==> config.mk <==
export PLATFORM = sky130hd
export DESIGN_NAME = udma_hyper_cfg_master_flat
export DESIGN_NICKNAME = d
export VERILOG_FILES = /design/src/rtl/udma_hyper_cfg_master_pkg.sv /design/src/rtl/udma_hyper_cfg_master_if.sv /design/src/rtl/udma_hyper_cfg_timeout.sv /design/src/rtl/udma_hyper_cfg_master.sv /design/src/flat_wrapper.sv
export SDC_FILE = /design/constraint.sdc
export NUM_CORES = 1
export LEC_CHECK = 0
export ABC_AREA = 1
export CAP_MARGIN = 20
export CORE_MARGIN = 10
export CORE_UTILIZATION = 35
export CTS_BUF_LIST = sky130_fd_sc_hd__clkbuf_2 sky130_fd_sc_hd__clkbuf_4 sky130_fd_sc_hd__clkbuf_8
export DETAILED_ROUTE_END_ITERATION = 10
export GPL_ROUTABILITY_DRIVEN = 0
export PLACE_DENSITY = 0.72
export SLEW_MARGIN = 20
export SYNTH_ARGS = -nofsm -noshare
export SYNTH_HDL_FRONTEND = slang
export SYNTH_SLANG_ARGS = --single-unit
==> constraint.sdc <==
create_clock -name clk_i -period 4.9 [get_ports clk_i]
set_clock_uncertainty 0.15 [all_clocks]
set_input_delay 0.49 -clock clk_i [delete_from_list [all_inputs] [get_ports clk_i]]
set_output_delay 0.49 -clock clk_i [all_outputs]
set_load 0.02 [all_outputs]
==> src/rtl/udma_hyper_cfg_master_pkg.sv <==
// rtl/udma_hyper_cfg_master_pkg.sv - shared constants, FSM state type and verify masks for the cfg master
package udma_hyper_cfg_master_pkg;

  localparam int unsigned CFG_ADDR_W = 5;
  localparam int unsigned CFG_DATA_W = 32;

  localparam logic [4:0] ADDR_PAGE_BOUND       = 5'h00;
  localparam logic [4:0] ADDR_T_LATENCY_ACCESS = 5'h01;
  localparam logic [4:0] ADDR_EN_LATENCY_ADD   = 5'h02;
  localparam logic [4:0] ADDR_T_CS_MAX         = 5'h03;
  localparam logic [4:0] ADDR_T_RW_RECOVERY    = 5'h04;
  localparam logic [4:0] ADDR_RWDS_DELAY_LINE  = 5'h05;
  localparam logic [4:0] ADDR_VAR_LATENCY_CHK  = 5'h06;
  localparam logic [4:0] ADDR_N_DEVICE         = 5'h07;
  localparam logic [4:0] ADDR_MEM_SEL          = 5'h08;
  localparam logic [4:0] ADDR_TRANS_ID_ALLOC   = 5'h09;
  localparam logic [4:0] ADDR_DEST             = 5'h0A;

  typedef enum logic [1:0] {
    ST_IDLE   = 2'd0,
    ST_ACCESS = 2'd1,
    ST_VERIFY = 2'd2,
    ST_RESP   = 2'd3
  } cfg_state_e;

  // Bits of each register that hold what was written; read-back compares only these.
  function automatic logic [31:0] cfg_wr_mask(input logic [4:0] addr, input int unsigned delay_bits);
    case (addr)
      ADDR_PAGE_BOUND:       cfg_wr_mask = 32'h0000_0007;
      ADDR_T_LATENCY_ACCESS: cfg_wr_mask = 32'h0000_001F;
      ADDR_EN_LATENCY_ADD:   cfg_wr_mask = 32'h0000_0001;
      ADDR_T_CS_MAX:         cfg_wr_mask = 32'hFFFF_FFFF;
      ADDR_T_RW_RECOVERY:    cfg_wr_mask = 32'hFFFF_FFFF;
      ADDR_RWDS_DELAY_LINE:  cfg_wr_mask = (32'h1 << delay_bits) - 32'h1;
      ADDR_VAR_LATENCY_CHK:  cfg_wr_mask = 32'h0000_000F;
      ADDR_N_DEVICE:         cfg_wr_mask = 32'h0000_0007;
      ADDR_MEM_SEL:          cfg_wr_mask = 32'h0000_0003;
      ADDR_DEST:             cfg_wr_mask = 32'h0000_0303;
      default:               cfg_wr_mask = 32'h0000_0000;
    endcase
  endfunction

endpackage

==> src/rtl/udma_hyper_cfg_master_if.sv <==
// rtl/udma_hyper_cfg_master_if.sv - request, response and cfg bus bundle with master/slave views
interface udma_hyper_cfg_master_if;
  import udma_hyper_cfg_master_pkg::*;

  logic                  req_valid_i;
  logic                  req_ready_o;
  logic [CFG_ADDR_W-1:0] req_addr_i;
  logic [CFG_DATA_W-1:0] req_wdata_i;
  logic                  req_rwn_i;

  logic                  rsp_valid_o;
  logic                  rsp_ready_i;
  logic [CFG_DATA_W-1:0] rsp_rdata_o;
  logic                  rsp_err_o;

  logic [CFG_DATA_W-1:0] cfg_data_o;
  logic [CFG_ADDR_W-1:0] cfg_addr_o;
  logic                  cfg_valid_o;
  logic                  cfg_reg_rwn_o;
  logic [CFG_DATA_W-1:0] cfg_data_i;
  logic                  cfg_ready_i;

  modport master (
    input  req_valid_i, req_addr_i, req_wdata_i, req_rwn_i, rsp_ready_i, cfg_data_i, cfg_ready_i,
    output req_ready_o, rsp_valid_o, rsp_rdata_o, rsp_err_o,
    output cfg_data_o, cfg_addr_o, cfg_valid_o, cfg_reg_rwn_o
  );

  modport slave (
    output req_valid_i, req_addr_i, req_wdata_i, req_rwn_i, rsp_ready_i, cfg_data_i, cfg_ready_i,
    input  req_ready_o, rsp_valid_o, rsp_rdata_o, rsp_err_o,
    input  cfg_data_o, cfg_addr_o, cfg_valid_o, cfg_reg_rwn_o
  );

endinterface

==> src/rtl/udma_hyper_cfg_timeout.sv <==
// rtl/udma_hyper_cfg_timeout.sv - wait-cycle counter that flags the last permitted cycle of a cfg transaction
module udma_hyper_cfg_timeout #(
  parameter int unsigned LIMIT_CYCLES = 16
) (
  input  logic clk_i,
  input  logic rst_i,
  input  logic clr_i,
  input  logic en_i,
  output logic expire_o
);

  localparam int unsigned CW = $clog2(LIMIT_CYCLES);
  localparam logic [CW-1:0] LAST = CW'(LIMIT_CYCLES - 1);

  logic [CW-1:0] cnt_q, cnt_d;

  // Clear reloads zero and wins over counting; the FSM leaves the state before the count could wrap.
  always_comb begin
    cnt_d = cnt_q;
    if (clr_i) begin
      cnt_d = '0;
    end else if (en_i) begin
      cnt_d = cnt_q + CW'(1);
    end
  end

  // Counter register.
  always_ff @(posedge clk_i or posedge rst_i) begin
    if (rst_i) begin
      cnt_q <= '0;
    end else begin
      cnt_q <= cnt_d;
    end
  end

  assign expire_o = (cnt_q == LAST);

endmodule

==> src/rtl/udma_hyper_cfg_master.sv <==
// rtl/udma_hyper_cfg_master.sv - single-request cfg bus master with timeout; UDMA_HYPER_CFG_VERIFY_EN adds write read-back
module udma_hyper_cfg_master
  import udma_hyper_cfg_master_pkg::*;
#(
  parameter int unsigned TIMEOUT_CYCLES  = 16,
  parameter int unsigned DELAY_BIT_WIDTH = 3,
  parameter int unsigned ERR_CNT_WIDTH   = 8
) (
  input  logic                     clk_i,
  input  logic                     rst_i,
  udma_hyper_cfg_master_if.master  bus,
  output logic [ERR_CNT_WIDTH-1:0] err_cnt_o
);

  if (TIMEOUT_CYCLES < 2 || DELAY_BIT_WIDTH < 1 || DELAY_BIT_WIDTH > 32 || ERR_CNT_WIDTH < 1) begin : g_param_check
    $error("udma_hyper_cfg_master: illegal parameter value");
  end

  cfg_state_e              state_q, state_d;
  logic [CFG_ADDR_W-1:0]   addr_q, addr_d;
  logic [CFG_DATA_W-1:0]   wdata_q, wdata_d;
  logic                    rwn_q, rwn_d;
  logic [CFG_DATA_W-1:0]   rdata_q, rdata_d;
  logic                    err_q, err_d;
  logic [ERR_CNT_WIDTH-1:0] err_cnt_q, err_cnt_d;
  logic                    tmo_clr, tmo_expire;
  logic                    cfg_active, cfg_rd;

`ifdef UDMA_HYPER_CFG_VERIFY_EN
  assign cfg_active = (state_q == ST_ACCESS) || (state_q == ST_VERIFY);
  assign cfg_rd     = (state_q == ST_VERIFY) ? 1'b1 : rwn_q;
`else
  assign cfg_active = (state_q == ST_ACCESS);
  assign cfg_rd     = rwn_q;
`endif

  udma_hyper_cfg_timeout #(.LIMIT_CYCLES(TIMEOUT_CYCLES)) u_timeout (
    .clk_i    (clk_i),
    .rst_i    (rst_i),
    .clr_i    (tmo_clr),
    .en_i     (cfg_active && !bus.cfg_ready_i),
    .expire_o (tmo_expire)
  );

  // Next-state and datapath: latch request, run the cfg phase(s), hold the response until taken.
  always_comb begin
    state_d   = state_q;
    addr_d    = addr_q;
    wdata_d   = wdata_q;
    rwn_d     = rwn_q;
    rdata_d   = rdata_q;
    err_d     = err_q;
    err_cnt_d = err_cnt_q;
    tmo_clr   = 1'b0;
    case (state_q)
      ST_IDLE: begin
        tmo_clr = 1'b1;
        if (bus.req_valid_i) begin
          addr_d  = bus.req_addr_i;
          wdata_d = bus.req_wdata_i;
          rwn_d   = bus.req_rwn_i;
          state_d = ST_ACCESS;
        end
      end
      ST_ACCESS: begin
        if (bus.cfg_ready_i) begin
          rdata_d = rwn_q ? bus.cfg_data_i : '0;
          err_d   = 1'b0;
          state_d = ST_RESP;
`ifdef UDMA_HYPER_CFG_VERIFY_EN
          // TRANS_ID_ALLOC is read-only, so reading it back proves nothing.
          if (!rwn_q && (addr_q != ADDR_TRANS_ID_ALLOC)) begin
            tmo_clr = 1'b1;
            state_d = ST_VERIFY;
          end
`endif
        end else if (tmo_expire) begin
          rdata_d = '0;
          err_d   = 1'b1;
          state_d = ST_RESP;
        end
      end
`ifdef UDMA_HYPER_CFG_VERIFY_EN
      ST_VERIFY: begin
        if (bus.cfg_ready_i) begin
          rdata_d = bus.cfg_data_i;
          err_d   = |((bus.cfg_data_i ^ wdata_q) & cfg_wr_mask(addr_q, DELAY_BIT_WIDTH));
          state_d = ST_RESP;
        end else if (tmo_expire) begin
          rdata_d = '0;
          err_d   = 1'b1;
          state_d = ST_RESP;
        end
      end
`endif
      ST_RESP: begin
        if (bus.rsp_ready_i) begin
          state_d = ST_IDLE;
          if (err_q && (err_cnt_q != {ERR_CNT_WIDTH{1'b1}})) begin
            err_cnt_d = err_cnt_q + ERR_CNT_WIDTH'(1);
          end
        end
      end
      default: state_d = ST_IDLE;
    endcase
  end

  // State and datapath registers; reset aborts any transaction in flight.
  always_ff @(posedge clk_i or posedge rst_i) begin
    if (rst_i) begin
      state_q   <= ST_IDLE;
      addr_q    <= '0;
      wdata_q   <= '0;
      rwn_q     <= 1'b0;
      rdata_q   <= '0;
      err_q     <= 1'b0;
      err_cnt_q <= '0;
    end else begin
      state_q   <= state_d;
      addr_q    <= addr_d;
      wdata_q   <= wdata_d;
      rwn_q     <= rwn_d;
      rdata_q   <= rdata_d;
      err_q     <= err_d;
      err_cnt_q <= err_cnt_d;
    end
  end

  // Outputs decode from registers only; the cfg bus reads as all-zero while idle.
  assign bus.req_ready_o   = (state_q == ST_IDLE) && !rst_i;
  assign bus.rsp_valid_o   = (state_q == ST_RESP);
  assign bus.rsp_rdata_o   = rdata_q;
  assign bus.rsp_err_o     = err_q;
  assign bus.cfg_valid_o   = cfg_active;
  assign bus.cfg_addr_o    = cfg_active ? addr_q : '0;
  assign bus.cfg_reg_rwn_o = cfg_active && cfg_rd;
  assign bus.cfg_data_o    = (cfg_active && !cfg_rd) ? wdata_q : '0;
  assign err_cnt_o         = err_cnt_q;

endmodule

==> src/flat_wrapper.sv <==
// flat-port wrapper written by rule: the top's interface ports become plain ports
module udma_hyper_cfg_master_flat import udma_hyper_cfg_master_pkg::*;
#(
  parameter int unsigned TIMEOUT_CYCLES  = 16,
  parameter int unsigned DELAY_BIT_WIDTH = 3,
  parameter int unsigned ERR_CNT_WIDTH   = 8
)
  (clk_i, rst_i, err_cnt_o, bus_req_valid_i, bus_req_addr_i, bus_req_wdata_i, bus_req_rwn_i, bus_rsp_ready_i, bus_cfg_data_i, bus_cfg_ready_i, bus_req_ready_o, bus_rsp_valid_o, bus_rsp_rdata_o, bus_rsp_err_o, bus_cfg_data_o, bus_cfg_addr_o, bus_cfg_valid_o, bus_cfg_reg_rwn_o);
  udma_hyper_cfg_master_if bus_i ();
  input  logic clk_i;
  input  logic rst_i;
  output logic [ERR_CNT_WIDTH-1:0] err_cnt_o;
  input wire logic [$bits(bus_i.req_valid_i)-1:0] bus_req_valid_i;
  input wire logic [$bits(bus_i.req_addr_i)-1:0] bus_req_addr_i;
  input wire logic [$bits(bus_i.req_wdata_i)-1:0] bus_req_wdata_i;
  input wire logic [$bits(bus_i.req_rwn_i)-1:0] bus_req_rwn_i;
  input wire logic [$bits(bus_i.rsp_ready_i)-1:0] bus_rsp_ready_i;
  input wire logic [$bits(bus_i.cfg_data_i)-1:0] bus_cfg_data_i;
  input wire logic [$bits(bus_i.cfg_ready_i)-1:0] bus_cfg_ready_i;
  output wire logic [$bits(bus_i.req_ready_o)-1:0] bus_req_ready_o;
  output wire logic [$bits(bus_i.rsp_valid_o)-1:0] bus_rsp_valid_o;
  output wire logic [$bits(bus_i.rsp_rdata_o)-1:0] bus_rsp_rdata_o;
  output wire logic [$bits(bus_i.rsp_err_o)-1:0] bus_rsp_err_o;
  output wire logic [$bits(bus_i.cfg_data_o)-1:0] bus_cfg_data_o;
  output wire logic [$bits(bus_i.cfg_addr_o)-1:0] bus_cfg_addr_o;
  output wire logic [$bits(bus_i.cfg_valid_o)-1:0] bus_cfg_valid_o;
  output wire logic [$bits(bus_i.cfg_reg_rwn_o)-1:0] bus_cfg_reg_rwn_o;
  assign bus_i.req_valid_i = bus_req_valid_i;
  assign bus_i.req_addr_i = bus_req_addr_i;
  assign bus_i.req_wdata_i = bus_req_wdata_i;
  assign bus_i.req_rwn_i = bus_req_rwn_i;
  assign bus_i.rsp_ready_i = bus_rsp_ready_i;
  assign bus_i.cfg_data_i = bus_cfg_data_i;
  assign bus_i.cfg_ready_i = bus_cfg_ready_i;
  assign bus_req_ready_o = bus_i.req_ready_o;
  assign bus_rsp_valid_o = bus_i.rsp_valid_o;
  assign bus_rsp_rdata_o = bus_i.rsp_rdata_o;
  assign bus_rsp_err_o = bus_i.rsp_err_o;
  assign bus_cfg_data_o = bus_i.cfg_data_o;
  assign bus_cfg_addr_o = bus_i.cfg_addr_o;
  assign bus_cfg_valid_o = bus_i.cfg_valid_o;
  assign bus_cfg_reg_rwn_o = bus_i.cfg_reg_rwn_o;
  udma_hyper_cfg_master #(.TIMEOUT_CYCLES(TIMEOUT_CYCLES), .DELAY_BIT_WIDTH(DELAY_BIT_WIDTH), .ERR_CNT_WIDTH(ERR_CNT_WIDTH)) u_core (.clk_i(clk_i), .rst_i(rst_i), .bus(bus_i), .err_cnt_o(err_cnt_o));
endmodule
==> flow_results.xml <==
<?xml version="1.0" encoding="UTF-8"?>
<metrics>
  <group name="outcome">
    <metric name="status" unit="">complete, no violations</metric>
  </group>
  <group name="logic_synthesis">
    <metric name="synth_nets" unit="">529</metric>
    <metric name="yosys.area_share.adder" unit="%">0.637</metric>
    <metric name="yosys-mux-area-fraction" unit="%">0</metric>
    <metric name="synth_top_family_by_area" unit="">simple AND/OR/NAND/NOR gates</metric>
    <metric name="synth_cells" unit="">452</metric>
    <metric name="postSynthRegisterBits" unit="">85</metric>
    <metric name="postSynthAreaPerCell" unit="um2">8.69</metric>
    <metric name="synth_compound_gate_area_share" unit="%">12.6</metric>
    <metric name="synthDistinctLibCells" unit="">27</metric>
    <metric name="synth.yosys.warnings" unit="">0</metric>
    <metric name="synth_area" unit="um2">3930</metric>
    <metric name="post_synth_xor_area_fraction" unit="%">1.11</metric>
    <metric name="synthSimpleGateAreaFrac" unit="%">22.5</metric>
    <metric name="ys_seq_area_share" unit="%">54.1</metric>
  </group>
  <group name="timing">
    <metric name="final.min_clock_period" unit="ns">3.02</metric>
    <metric name="slew_headroom" unit="%">34.8</metric>
    <metric name="timing_worst_slew_pin_value" unit="ns">0.976</metric>
    <metric name="rsz0062_at_grt" unit="">no</metric>
    <metric name="fin_setup_tns" unit="ns">0</metric>
    <metric name="final.period_utilization" unit="%">61.6</metric>
    <metric name="finalSetupViolations" unit="">0</metric>
    <metric name="finalMaxSlewViolations" unit="">0</metric>
    <metric name="fmax" unit="MHz">331</metric>
    <metric name="final_hold_viol_count" unit="">0</metric>
  </group>
  <group name="routing">
    <metric name="drc" unit="">0</metric>
    <metric name="antenna_left" unit="">0</metric>
    <metric name="finalWirelength" unit="um">10400</metric>
    <metric name="detailroute.via_count" unit="">3344</metric>
    <metric name="average_wire_per_cell_in_the_routed_design" unit="um">13.9</metric>
    <metric name="viasPerCell" unit="">4.48</metric>
    <metric name="drt_pass1_iterations" unit="">4</metric>
    <metric name="drt_iter0_markers" unit="">241</metric>
  </group>
  <group name="global_route">
    <metric name="grt_max_degree" unit="">77</metric>
    <metric name="grt_use_total" unit="%">12.8</metric>
    <metric name="grt_busiest_layer" unit="">met2</metric>
    <metric name="grt_antenna_before_repair" unit="">0</metric>
    <metric name="grt_use_met2" unit="%">20.6</metric>
    <metric name="overflow" unit="">0</metric>
    <metric name="grt_pass1_wl" unit="um">17000</metric>
    <metric name="globalRouteMet3Util" unit="%">5.16</metric>
    <metric name="global_routing_usage_on_met1" unit="%">15.3</metric>
    <metric name="grt_pass1_vias" unit="">3404</metric>
  </group>
  <group name="clock_tree">
    <metric name="cts_buffer_depth" unit="">2</metric>
    <metric name="post_cts.resized_instances" unit="">0</metric>
    <metric name="postCtsSetupRepairBufs" unit="">0</metric>
    <metric name="cts.clk_slew.worst_paths" unit="ns">0.09</metric>
    <metric name="cts_hold_buffers" unit="">0</metric>
    <metric name="clock_sink_count" unit="">85</metric>
    <metric name="cts.htree.levels" unit="">3</metric>
    <metric name="worst_skew_late_latency" unit="ns">0.35</metric>
    <metric name="root_buf_cell" unit="">sky130_fd_sc_hd__clkbuf_8</metric>
    <metric name="tritoncts" unit="">done</metric>
    <metric name="numCtsBuffers" unit="">9</metric>
  </group>
  <group name="setup_path">
    <metric name="worst_ep_required_time" unit="ns">4.26</metric>
    <metric name="critical_path_arrival" unit="ns">2.38</metric>
    <metric name="regToRegStartpoint" unit="">u_core.u_timeout.cnt_q[0]</metric>
    <metric name="cp_max_fo" unit="">32</metric>
    <metric name="r2r_end" unit="">u_core.bus.rsp_rdata_o[3]</metric>
    <metric name="worst_r2r_path_depth" unit="">6</metric>
    <metric name="crit_start" unit="">u_core.state_q[1]</metric>
    <metric name="critical_path.cell_chain" unit="">inv_2, nand2_4, inv_1, nand2_2, nor2_1, clkdlybuf4s50_1</metric>
    <metric name="worst_setup_path_end_kind" unit="">output pin</metric>
    <metric name="startpoint_type" unit="">register</metric>
    <metric name="critPathCapture" unit="">bus_cfg_data_o[17]</metric>
    <metric name="critPathMaxStageDelay" unit="ns">0.64</metric>
    <metric name="setup.worst_path.class" unit="">reg -&gt; out</metric>
    <metric name="r2r_setup_slk" unit="ns">2.88</metric>
    <metric name="critPathSlowestCell" unit="">sky130_fd_sc_hd__clkdlybuf4s50_1</metric>
  </group>
  <group name="final_layout">
    <metric name="fraction_of_final_layout_cells_sized_beyond_drive_strength_1" unit="%">11.6</metric>
    <metric name="multi_input_comb_area" unit="um2">1450</metric>
    <metric name="finish.cell_count_without_fillers" unit="">746</metric>
    <metric name="area.sequential" unit="um2">2130</metric>
    <metric name="layout.cells.most_common" unit="">sky130_fd_sc_hd__clkdlybuf4s50_1</metric>
    <metric name="final_nets" unit="">678</metric>
    <metric name="layout.cells.most_common_list" unit="">sky130_fd_sc_hd__clkdlybuf4s50_1 (156), sky130_fd_sc_hd__nand2_1 (90), sky130_fd_sc_hd__nor2_1 (86)</metric>
    <metric name="signed_area_change_from_the_synthesized_netlist_to_the_final_layout" unit="%">46.2</metric>
    <metric name="antennaDiodeCount" unit="">0</metric>
    <metric name="postLayoutCoreUtil" unit="%">52.5</metric>
    <metric name="filler_cell_count_in_the_final_layout" unit="">1016</metric>
  </group>
  <group name="die">
    <metric name="floorplan.initialDensity" unit="%">35.9</metric>
    <metric name="rows" unit="">38</metric>
    <metric name="boundaryPins" unit="">157</metric>
    <metric name="design.core.area" unit="um2">10900</metric>
    <metric name="die_height" unit="um">126</metric>
    <metric name="die_x" unit="um">126</metric>
    <metric name="die-area" unit="um2">15900</metric>
  </group>
  <group name="power_and_ir_drop">
    <metric name="cellInternalPower" unit="uW">2000</metric>
    <metric name="swShare" unit="%">42.0</metric>
    <metric name="combPwrFrac" unit="%">51.9</metric>
    <metric name="p_sw" unit="uW">1450</metric>
    <metric name="clockPowerShare" unit="%">14.7</metric>
    <metric name="design_power_total" unit="uW">3440</metric>
    <metric name="power.density_cell_area" unit="nW/um2">599</metric>
    <metric name="peakVddDrop" unit="mV">0.279</metric>
    <metric name="share_seq_of_total_power" unit="%">33.4</metric>
    <metric name="static-leakage-power" unit="uW">0.00267</metric>
  </group>
  <group name="placement">
    <metric name="dp_hpwl" unit="um">7750</metric>
    <metric name="numPlacedInstances" unit="">729</metric>
    <metric name="port_buffers" unit="">156</metric>
  </group>
  <group name="job">
    <metric name="max_cap_viol_count" unit="">0</metric>
  </group>
  <group name="worst_hold_path">
    <metric name="min_path_type" unit="">in -&gt; async</metric>
  </group>
</metrics>
metrics by stage:
step	area [um2]	hold WS [ns]	setup WS (ns)
after global routing	5750	0.284	1.70
after global placement	5520	0.313	2.03
after detailed placement	5520	0.321	1.90
final	5750	0.264	1.88
after floorplan	3930	0.318	2.07
after CTS	5720	0.340	1.47
power by group through the flow:
stage / combinational [uW] / clock, uW / sequential, uW
3_5_place_dp: 1820 / 0 / 1160
6_report: 1790 / 505 / 1150
2_1_floorplan: 968 / 0 / 1330
4_1_cts: 1830 / 522 / 1150
5_1_grt: 1960 / 547 / 1190
3_3_place_gp: 1790 / 0 / 1150
cell families (layout without fill, tap and decap cells):
group                    Yosys count  in the layout
AND/OR/NAND/NOR                  209            209
flip-flops                        85             85
AO/OA/AOI/OAI                     79             79
buffers and inverters             72            226
XOR/XNOR                           5              5
adder cells (fa/ha/maj)            2              2
cell usage after synthesis:
master                     number  area share, %
sky130_fd_sc_hd__a21oi_1       41            5.2
sky130_fd_sc_hd__a31oi_1        1           0.16
sky130_fd_sc_hd__buf_12         3            1.5
sky130_fd_sc_hd__buf_2         11            1.4
sky130_fd_sc_hd__buf_4          2           0.38
sky130_fd_sc_hd__buf_8          1           0.38
sky130_fd_sc_hd__clkbuf_1       3           0.29
sky130_fd_sc_hd__clkbuf_4       1           0.19
sky130_fd_sc_hd__dfrtp_1       85             54
sky130_fd_sc_hd__ha_1           2           0.64
sky130_fd_sc_hd__inv_1         50            4.8
sky130_fd_sc_hd__inv_2          1          0.095
sky130_fd_sc_hd__nand2_1       92            8.8
sky130_fd_sc_hd__nand2_2       16            2.5
sky130_fd_sc_hd__nand2_4        3           0.86
sky130_fd_sc_hd__nand3_1        6           0.76
sky130_fd_sc_hd__nand3b_1       1           0.19
sky130_fd_sc_hd__nand4_1        2           0.32
sky130_fd_sc_hd__nor2_1        86            8.2
sky130_fd_sc_hd__nor2_8         1           0.51
sky130_fd_sc_hd__nor3_1         1           0.13
sky130_fd_sc_hd__o21ai_0        8            1.0
sky130_fd_sc_hd__o21ai_1        3           0.38
sky130_fd_sc_hd__o21ai_2       26            5.8
sky130_fd_sc_hd__or2_2          1           0.16
sky130_fd_sc_hd__xnor2_1        2           0.45
sky130_fd_sc_hd__xor2_1         3           0.67
worst min-delay path by stage:
stage                            endpoint
2_1_floorplan   u_core.u_timeout.cnt_q[1]
3_3_place_gp   u_core.bus.rsp_rdata_o[21]
3_5_place_dp   u_core.bus.rsp_rdata_o[30]
4_1_cts        u_core.bus.rsp_rdata_o[30]
5_1_grt                 u_core.state_q[1]
6_report                u_core.state_q[1]
sequential cells by signal, indices dropped and copies added, names as in the netlist:
signal,count
u_core.bus.rsp_rdata_o,32
u_core.wdata_q,32
u_core.err_cnt_o,8
u_core.addr_q,5
u_core.u_timeout.cnt_q,4
u_core.state_q,2
u_core.bus.rsp_err_o,1
u_core.cfg_rd,1
layer usage:
layer  vias to the layer above  routed length, um
li1                       1689                  -
met1                      1534               4580
met2                       107               4790
met3                        14                855
met4                         0                123
met5                         -                  0
critical path, delay by kind of cell, from the launching register on:
family	cells	cell delay [ns]
buffers and inverters	3	0.88
AND/OR/NAND/NOR	3	0.71
flip-flops	1	0.43
area by class of cell:
class	count	share of cell area (%)
repair buffers	159	27.8
multi-input cells	295	25.3
well taps	140	3.05
inverters	51	3.35
clock buffers	10	2.29
flip-flops and latches	85	37.0
clock inverters	6	1.24
(Power assumes the default switching activity.)
